**src/rtl/adder_pkg.sv**
```systemverilog
// Shared widths and operand type for the registered 8-bit lookahead adder.
package adder_pkg;
  localparam int WIDTH_DEF = 8;
  localparam int GROUP_DEF = 4;

  typedef logic [WIDTH_DEF-1:0] word_t;
endpackage

```
**src/rtl/cla_4.sv**
```systemverilog
// One 4-bit carry-lookahead group: sum plus group generate/propagate, purely combinational.
// No state, no handshake; latency is zero.
module cla_4
  import adder_pkg::*;
(
  input  logic [GROUP_DEF-1:0] a,
  input  logic [GROUP_DEF-1:0] b,
  input  logic                 cin,
  output logic [GROUP_DEF-1:0] sum,
  output logic                 g,
  output logic                 p
);

  logic [GROUP_DEF-1:0] w_g;
  logic [GROUP_DEF-1:0] w_p;
  logic [GROUP_DEF-1:0] w_c;

  assign w_g = a & b;
  assign w_p = a ^ b;

  // Every carry is a flat sum-of-products of cin and bit g/p; nothing ripples.
  assign w_c[0] = cin;
  assign w_c[1] = w_g[0] | (w_p[0] & cin);
  assign w_c[2] = w_g[1] | (w_p[1] & w_g[0]) | (w_p[1] & w_p[0] & cin);
  assign w_c[3] = w_g[2] | (w_p[2] & w_g[1]) | (w_p[2] & w_p[1] & w_g[0])
                | (w_p[2] & w_p[1] & w_p[0] & cin);

  assign sum = w_p ^ w_c;

  assign g = w_g[3] | (w_p[3] & w_g[2]) | (w_p[3] & w_p[2] & w_g[1])
           | (w_p[3] & w_p[2] & w_p[1] & w_g[0]);
  assign p = &w_p;

endmodule

```
**src/rtl/adder_8.sv**
```systemverilog
// Registered 8-bit adder: two lookahead groups plus a second-level carry unit.
// Latency 1 clock, accepts new operands every cycle, never stalls.
module adder_8
  import adder_pkg::*;
#(
  parameter int WIDTH = WIDTH_DEF,
  parameter int GROUP = GROUP_DEF
) (
  output logic [WIDTH-1:0] s,
  output logic             co,
  output logic             of,
  input  logic [WIDTH-1:0] a,
  input  logic [WIDTH-1:0] b,
  input  logic             ci,
  input  logic             clk,
  input  logic             rst_n
);

  word_t w_sum;
  logic  w_g_lo, w_p_lo;
  logic  w_g_hi, w_p_hi;
  logic  w_c_hi;
  logic  w_co;
  logic  w_of;

  logic [WIDTH-1:0] r_s;
  logic             r_co;
  logic             r_of;

  cla_4 u_cla_lo (
    .a   (a[GROUP-1:0]),
    .b   (b[GROUP-1:0]),
    .cin (ci),
    .sum (w_sum[GROUP-1:0]),
    .g   (w_g_lo),
    .p   (w_p_lo)
  );

  cla_4 u_cla_hi (
    .a   (a[WIDTH-1:GROUP]),
    .b   (b[WIDTH-1:GROUP]),
    .cin (w_c_hi),
    .sum (w_sum[WIDTH-1:GROUP]),
    .g   (w_g_hi),
    .p   (w_p_hi)
  );

  // Second-level lookahead: both group carry-ins come straight from ci and group G/P.
  assign w_c_hi = w_g_lo | (w_p_lo & ci);
  assign w_co   = w_g_hi | (w_p_hi & w_g_lo) | (w_p_hi & w_p_lo & ci);

  assign w_of = (a[WIDTH-1] == b[WIDTH-1]) & (w_sum[WIDTH-1] != a[WIDTH-1]);

  always_ff @(posedge clk or negedge rst_n) begin
    if (!rst_n) begin
      r_s  <= '0;
      r_co <= 1'b0;
      r_of <= 1'b0;
    end else begin
      r_s  <= w_sum;
      r_co <= w_co;
      r_of <= w_of;
    end
  end

  assign s  = r_s;
  assign co = r_co;
  assign of = r_of;

endmodule

```
**config.mk**
```make
export PLATFORM = sky130hd
export DESIGN_NAME = adder_8
export DESIGN_NICKNAME = d
export VERILOG_FILES = /design/src/rtl/adder_pkg.sv /design/src/rtl/cla_4.sv /design/src/rtl/adder_8.sv
export SDC_FILE = /design/constraint.sdc
export NUM_CORES = 1
export LEC_CHECK = 0
export ABC_AREA = 1
export ABC_CLOCK_PERIOD_IN_PS = 800
export BUFFER_PORTS_ARGS = -buffer_cell sky130_fd_sc_hd__clkbuf_2
export CAP_MARGIN = 20
export CORE_AREA = 2 2 50 52
export CTS_CLUSTER_SIZE = 14
export DETAILED_ROUTE_END_ITERATION = 16
export DIE_AREA = 0 0 52 54
export HOLD_SLACK_MARGIN = 0.1
export PLACE_DENSITY_LB_ADDON = 0.1
export SLEW_MARGIN = 20
export SYNTH_ARGS = -nofsm -noshare
export SYNTH_HDL_FRONTEND = slang
export SYNTH_SLANG_ARGS = --single-unit
```
**constraint.sdc**
```tcl
create_clock -name clk -period 0.8 [get_ports clk]
set_input_delay 0.24 -clock clk [delete_from_list [all_inputs] [get_ports clk]]
set_output_delay 0.24 -clock clk [all_outputs]
set_load 0.03 [all_outputs]
```
# Word level (Yosys, flattened, before mapping)
# Index checks and enable logic that the tools add are counted.
op_classes:
  eq_ne: 2
  bitwise: 60
  n_reduce_logical: 2
ops:
  columns: ["operator", "n"]
  rows:
  - ["1-bit AND", 33]
  - ["1-bit bitwise OR", 21]
  - ["4-bit bitwise XOR", 4]
  - ["4-bit AND", 2]
  - ["4-bit AND reduction", 2]
  - ["1-bit == test", 1]
  - ["1-bit inequality test", 1]
totals:
  regBits: 10
  inputBits: 19
  out_inout_bits: 10
  word_cells: 67

# Logic depth before layout (Yosys ltp)
logic_depth:
  word_depth: 11
  ltp_mapped: 10
  mapped_depth_nobuf: 10

# Hierarchy
# From an unflattened synthesis, not the netlist that was laid out.
unflattened:
  hier_cells: 89
  area_unflattened_um2: 714.4
by_module_without_submodules:
  columns: ["module", "n_inst", "cells_per_inst", "area_each_um2", "seq_area_each_um2"]
  rows:
  - ["adder_8", 1, 24, 309.0, 250.2]
  - ["cla_4 (u_cla_lo)", 1, 33, 203.9, 0.0]
  - ["cla_4 (u_cla_hi)", 1, 32, 201.4, 0.0]

# Worst setup path after synthesis
# OpenSTA, ideal clock, no wires.
synth_path:
  path_type: "input-to-reg"
  start: "input a[3]"
  end: "register r_s[5] (netlist: s[5])"
  setup_ns: 0.124
  t_arrival_ns: 1.343
  slack_ns: -0.667
  stages: 7
  n_path_buf: 0
  path_cell_list: "ha_1 -> nand2_1 -> clkinv_1 -> nand3_2 -> nand2_2 -> fa_1 -> xor2_1"
synth_via:
  elab_chain_len: 9
synth_rtl:
  columns: ["element", "line", "source"]
  rows:
  - ["start, declared", "adder_8.sv:12", "input logic [WIDTH-1:0] a,"]
  - ["4-bit bitwise XOR", "cla_4.sv:19", "assign w_p = a ^ b;"]
  - ["1-bit AND (on tied branches)", "cla_4.sv:30, cla_4.sv:31", null]
  - ["1-bit bitwise OR, or another cell as far along", "cla_4.sv:30", "assign g = w_g[3] | (w_p[3] & w_g[2]) | (w_p[3] & w_p[2] & w_g[1])"]
  - ["1-bit bitwise OR / 1-bit AND (equally long branches)", "cla_4.sv:30, cla_4.sv:31", null]
  - ["1-bit bitwise OR", "cla_4.sv:31", "| (w_p[3] & w_p[2] & w_p[1] & w_g[0]);"]
  - ["1-bit bitwise OR *", "adder_8.sv:49", "assign w_c_hi = w_g_lo | (w_p_lo & ci);"]
  - ["1-bit AND *", "cla_4.sv:23", "assign w_c[1] = w_g[0] | (w_p[0] & cin);"]
  - ["1-bit bitwise OR *", "cla_4.sv:23", null]
  - ["4-bit bitwise XOR *", "cla_4.sv:28", "assign sum = w_p ^ w_c;"]
  - ["net u_cla_hi.sum[1]", "cla_4.sv:9", "output logic [GROUP_DEF-1:0] sum,"]
  - ["end signal, assigned", "adder_8.sv:60", "r_s <= w_sum;"]
  - ["end, declared", "adder_8.sv:26", "logic [WIDTH-1:0] r_s;"]
# Mark *: on every way through the listed nets, which the timed path passes. The rest lies on a longest branch.

# Worst setup path after layout
layout_path:
  start: "input a[0]"
  end: "register r_s[4] (netlist: s[4])"
layout_via:
  elab_chain_len: 5
layout_rtl:
  columns: ["element", "line"]
  rows:
  - ["4-bit bitwise XOR / 4-bit AND (equally long branches)", "cla_4.sv:19, cla_4.sv:18"]
  - ["4-bit AND reduction / 1-bit AND (equally long branches)", "cla_4.sv:32, cla_4.sv:31"]
  - ["1-bit AND / 1-bit bitwise OR (equally long branches)", "adder_8.sv:49, cla_4.sv:31"]
  - ["1-bit bitwise OR *", "adder_8.sv:49"]
  - ["4-bit bitwise XOR *", "cla_4.sv:28"]
  - ["net u_cla_hi.sum[0]", "cla_4.sv:9"]
# Marks and branches as above.

==> metrics.txt <==
GRT Resource Usage Total=0.113; WL/cell=around 9 um; status=finished with violations; leak pwr=0.614 nW; #FFs+latches synth=10; Async SR Flop Fraction=1.00; Worst Path Required=0.94 ns; cells after synthesis=63; Core Box Area=2320 um2; drt first pass iters=1; Worst Path Arrival=1.28 ns; max cap viols=0; final instance area=1220 um2; RSZ-0062 raised after global routing=true; final core occ=0.527; Setup Crit Path Kind=in2reg; TritonCTS clock tree=yes; FMAX=0.873 GHz; dominant synthesized flop cell=dfrtp_1; initial DRC count=0; simple-gate area share of the yosys netlist=0.169; Post-synth EDFFs=0; Post-Synth XOR/XNOR Area=0.0807; layout net count=about 140; maximum root-to-sink buffer count=2; Syn Area/Cell=10.1 um2; Commonest cells post-synth=10 x dfrtp_1, 10 x inv_1, 8 x ha_1, 7 x nand2_1, 6 x nor2_1; chip width=52 um; post-synthesis mux area share=0; antenna violations before repair=0; Pwr Density=1730 nW/um2; Vias per Instance=between 3 and 4; die area=2810 um2; die height=54 um; routed wire length=1260 um; Synth area leader=dfrtp_1; area share of the largest cell type after synthesis=0.394; Remaining Overflow, GRT=0; antenna viol nets, final=0; synth top area cells=dfrtp_1 39%, ha_1 16%, fa_1 6.3%; CTS Buf Count=3; setup violators final=19; vias in the first global route=576; clock tree sinks=10; failing checks=setup timing; I/O Pins=29; Worst-path clk slew=0.06 ns; Vias=roughly 560; PortBufs=28; fin crit period=1.15 ns; startpoint types=input port; antenna diode count=0; Yosys warnings=0; area post-placement=986 um2; peak fanout along the critical path=2; Root Driver=clkbuf_4; post-synth net total=92; Tot Pwr=2.11 mW; peak supply drop=between 0.7 and 0.8 mV; largest family of logic cells by synthesized area=adder cells; max-slew violations=0; Syn Std Cell Area=~640 um2; Initial Util=0.274; layout cells sized above 1=0.706; period utilization=1.43; DRC errors left=0; hpwl dp=between 900 and 1000 um; Placement Rows=18; Worst Hold Class=in2reg; max_slew headroom=0.833; Worst-Margin Slew=0.250 ns; Distinct cells, synth=18; Synth Area in Compound Gates=0.0650; pre-CTS setup slack=-0.659 ns; synthesis-to-layout area growth=92.3%; element type at the critical path end=register; adder-cell share of the synthesized area=0.220; largest net degree at the start of global routing=11; sequential area share after synthesis=0.394; crit path setup slack, layout=-0.345 ns; final hold violation count=0; H-tree levels=1; GPL Wtd Cong=0.699; first-pass GRT wire length=2330 um
## what timing repair did
action                                  4_1_cts  5_1_grt
pin swaps                                     8        5
hold buffers                                  1        0
endpoints found under the hold margin        10        0
gates resized for setup                      27       23
endpoints found under the setup margin       20       20
buffers inserted                              2        0
## through the flow
step	cells	hold slack (ns)	TNS (ns)
global route	139	0.313	-5.18
detailed placement	132	0.125	-5.30
CTS	139	0.309	-4.67
floorplan	63	-0.0556	-2.94
finish	139	0.305	-4.38
global placement	132	0.117	-5.23
## power by group
part / switching [mW] / internal [mW]
registers: 0.0613 / 0.599
logic: 0.464 / 0.532
clock network: 0.180 / 0.276
total: 0.706 / 1.41
## per-layer routing
layer,GRT usage,vias to the layer above,routed length [um]
li1,-,285,-
met1,0.122,254,517
met2,0.209,16,667
met3,0.0250,0,75
met4,0.0526,0,0
met5,0,-,0
## logic make-up (layout without fill, tap and decap cells)
family	Yosys count	count (layout)
fa+ha+maj	10	10
flops	10	10
buf+inv	12	58
simple gates	21	21
compound gates	5	5
xor+xnor	5	5
## final cells by class
type / count / area, um2
tap: 30 / 37.5
inverter: 12 / 53.8
multi-input combinational: 41 / 437
timing repair buffer: 42 / 408
fill: 217 / 1100
clock buffer: 4 / 36.3
sequential: 10 / 250
## placed cells by master, fill, tap and decap left out
cell and instances:
a21o_1 2, a21oi_1 1, a21oi_2 1, a21oi_4 1, buf_4 10, buf_6 6, buf_8 13, clkbuf_2 12
clkbuf_4 3, clkbuf_8 1, clkinv_2 1, dfrtp_1 10, dlygate4sd3_1 1, fa_2 2, ha_1 3, ha_4 5
inv_1 6, inv_2 4, inv_8 1, nand2_1 2, nand2_2 9, nand2_4 2, nand3_2 1, nor2_1 3
nor2_2 4, xnor2_1 2, xor2_1 2, xor2_2 1
## worst max-delay path, stage by stage
cell and delay [ns]:
buf_8 0.10, ha_4 0.25, nand2_2 0.04, nand2_2 0.07, nand3_2 0.07, nand2_2 0.08, fa_2 0.43
## worst paths after layout
path,start,end,slack (ns),cells after the start
setup / recovery,a[0],s[4]$_DFF_PN0_,-0.35,7
hold / removal,b[7],co$_DFF_PN0_,0.31,3
max in group asynchronous,rst_n,s[7]$_DFF_PN0_,0.22,2
min in group asynchronous,rst_n,s[0]$_DFF_PN0_,0.37,2
## sequential cells by signal (all words and copies together), names as in the netlist
| signal | cells |
|---|---|
| s | 8 |
| of | 1 |
| co | 1 |
Power figures use the tool's default switching activity.
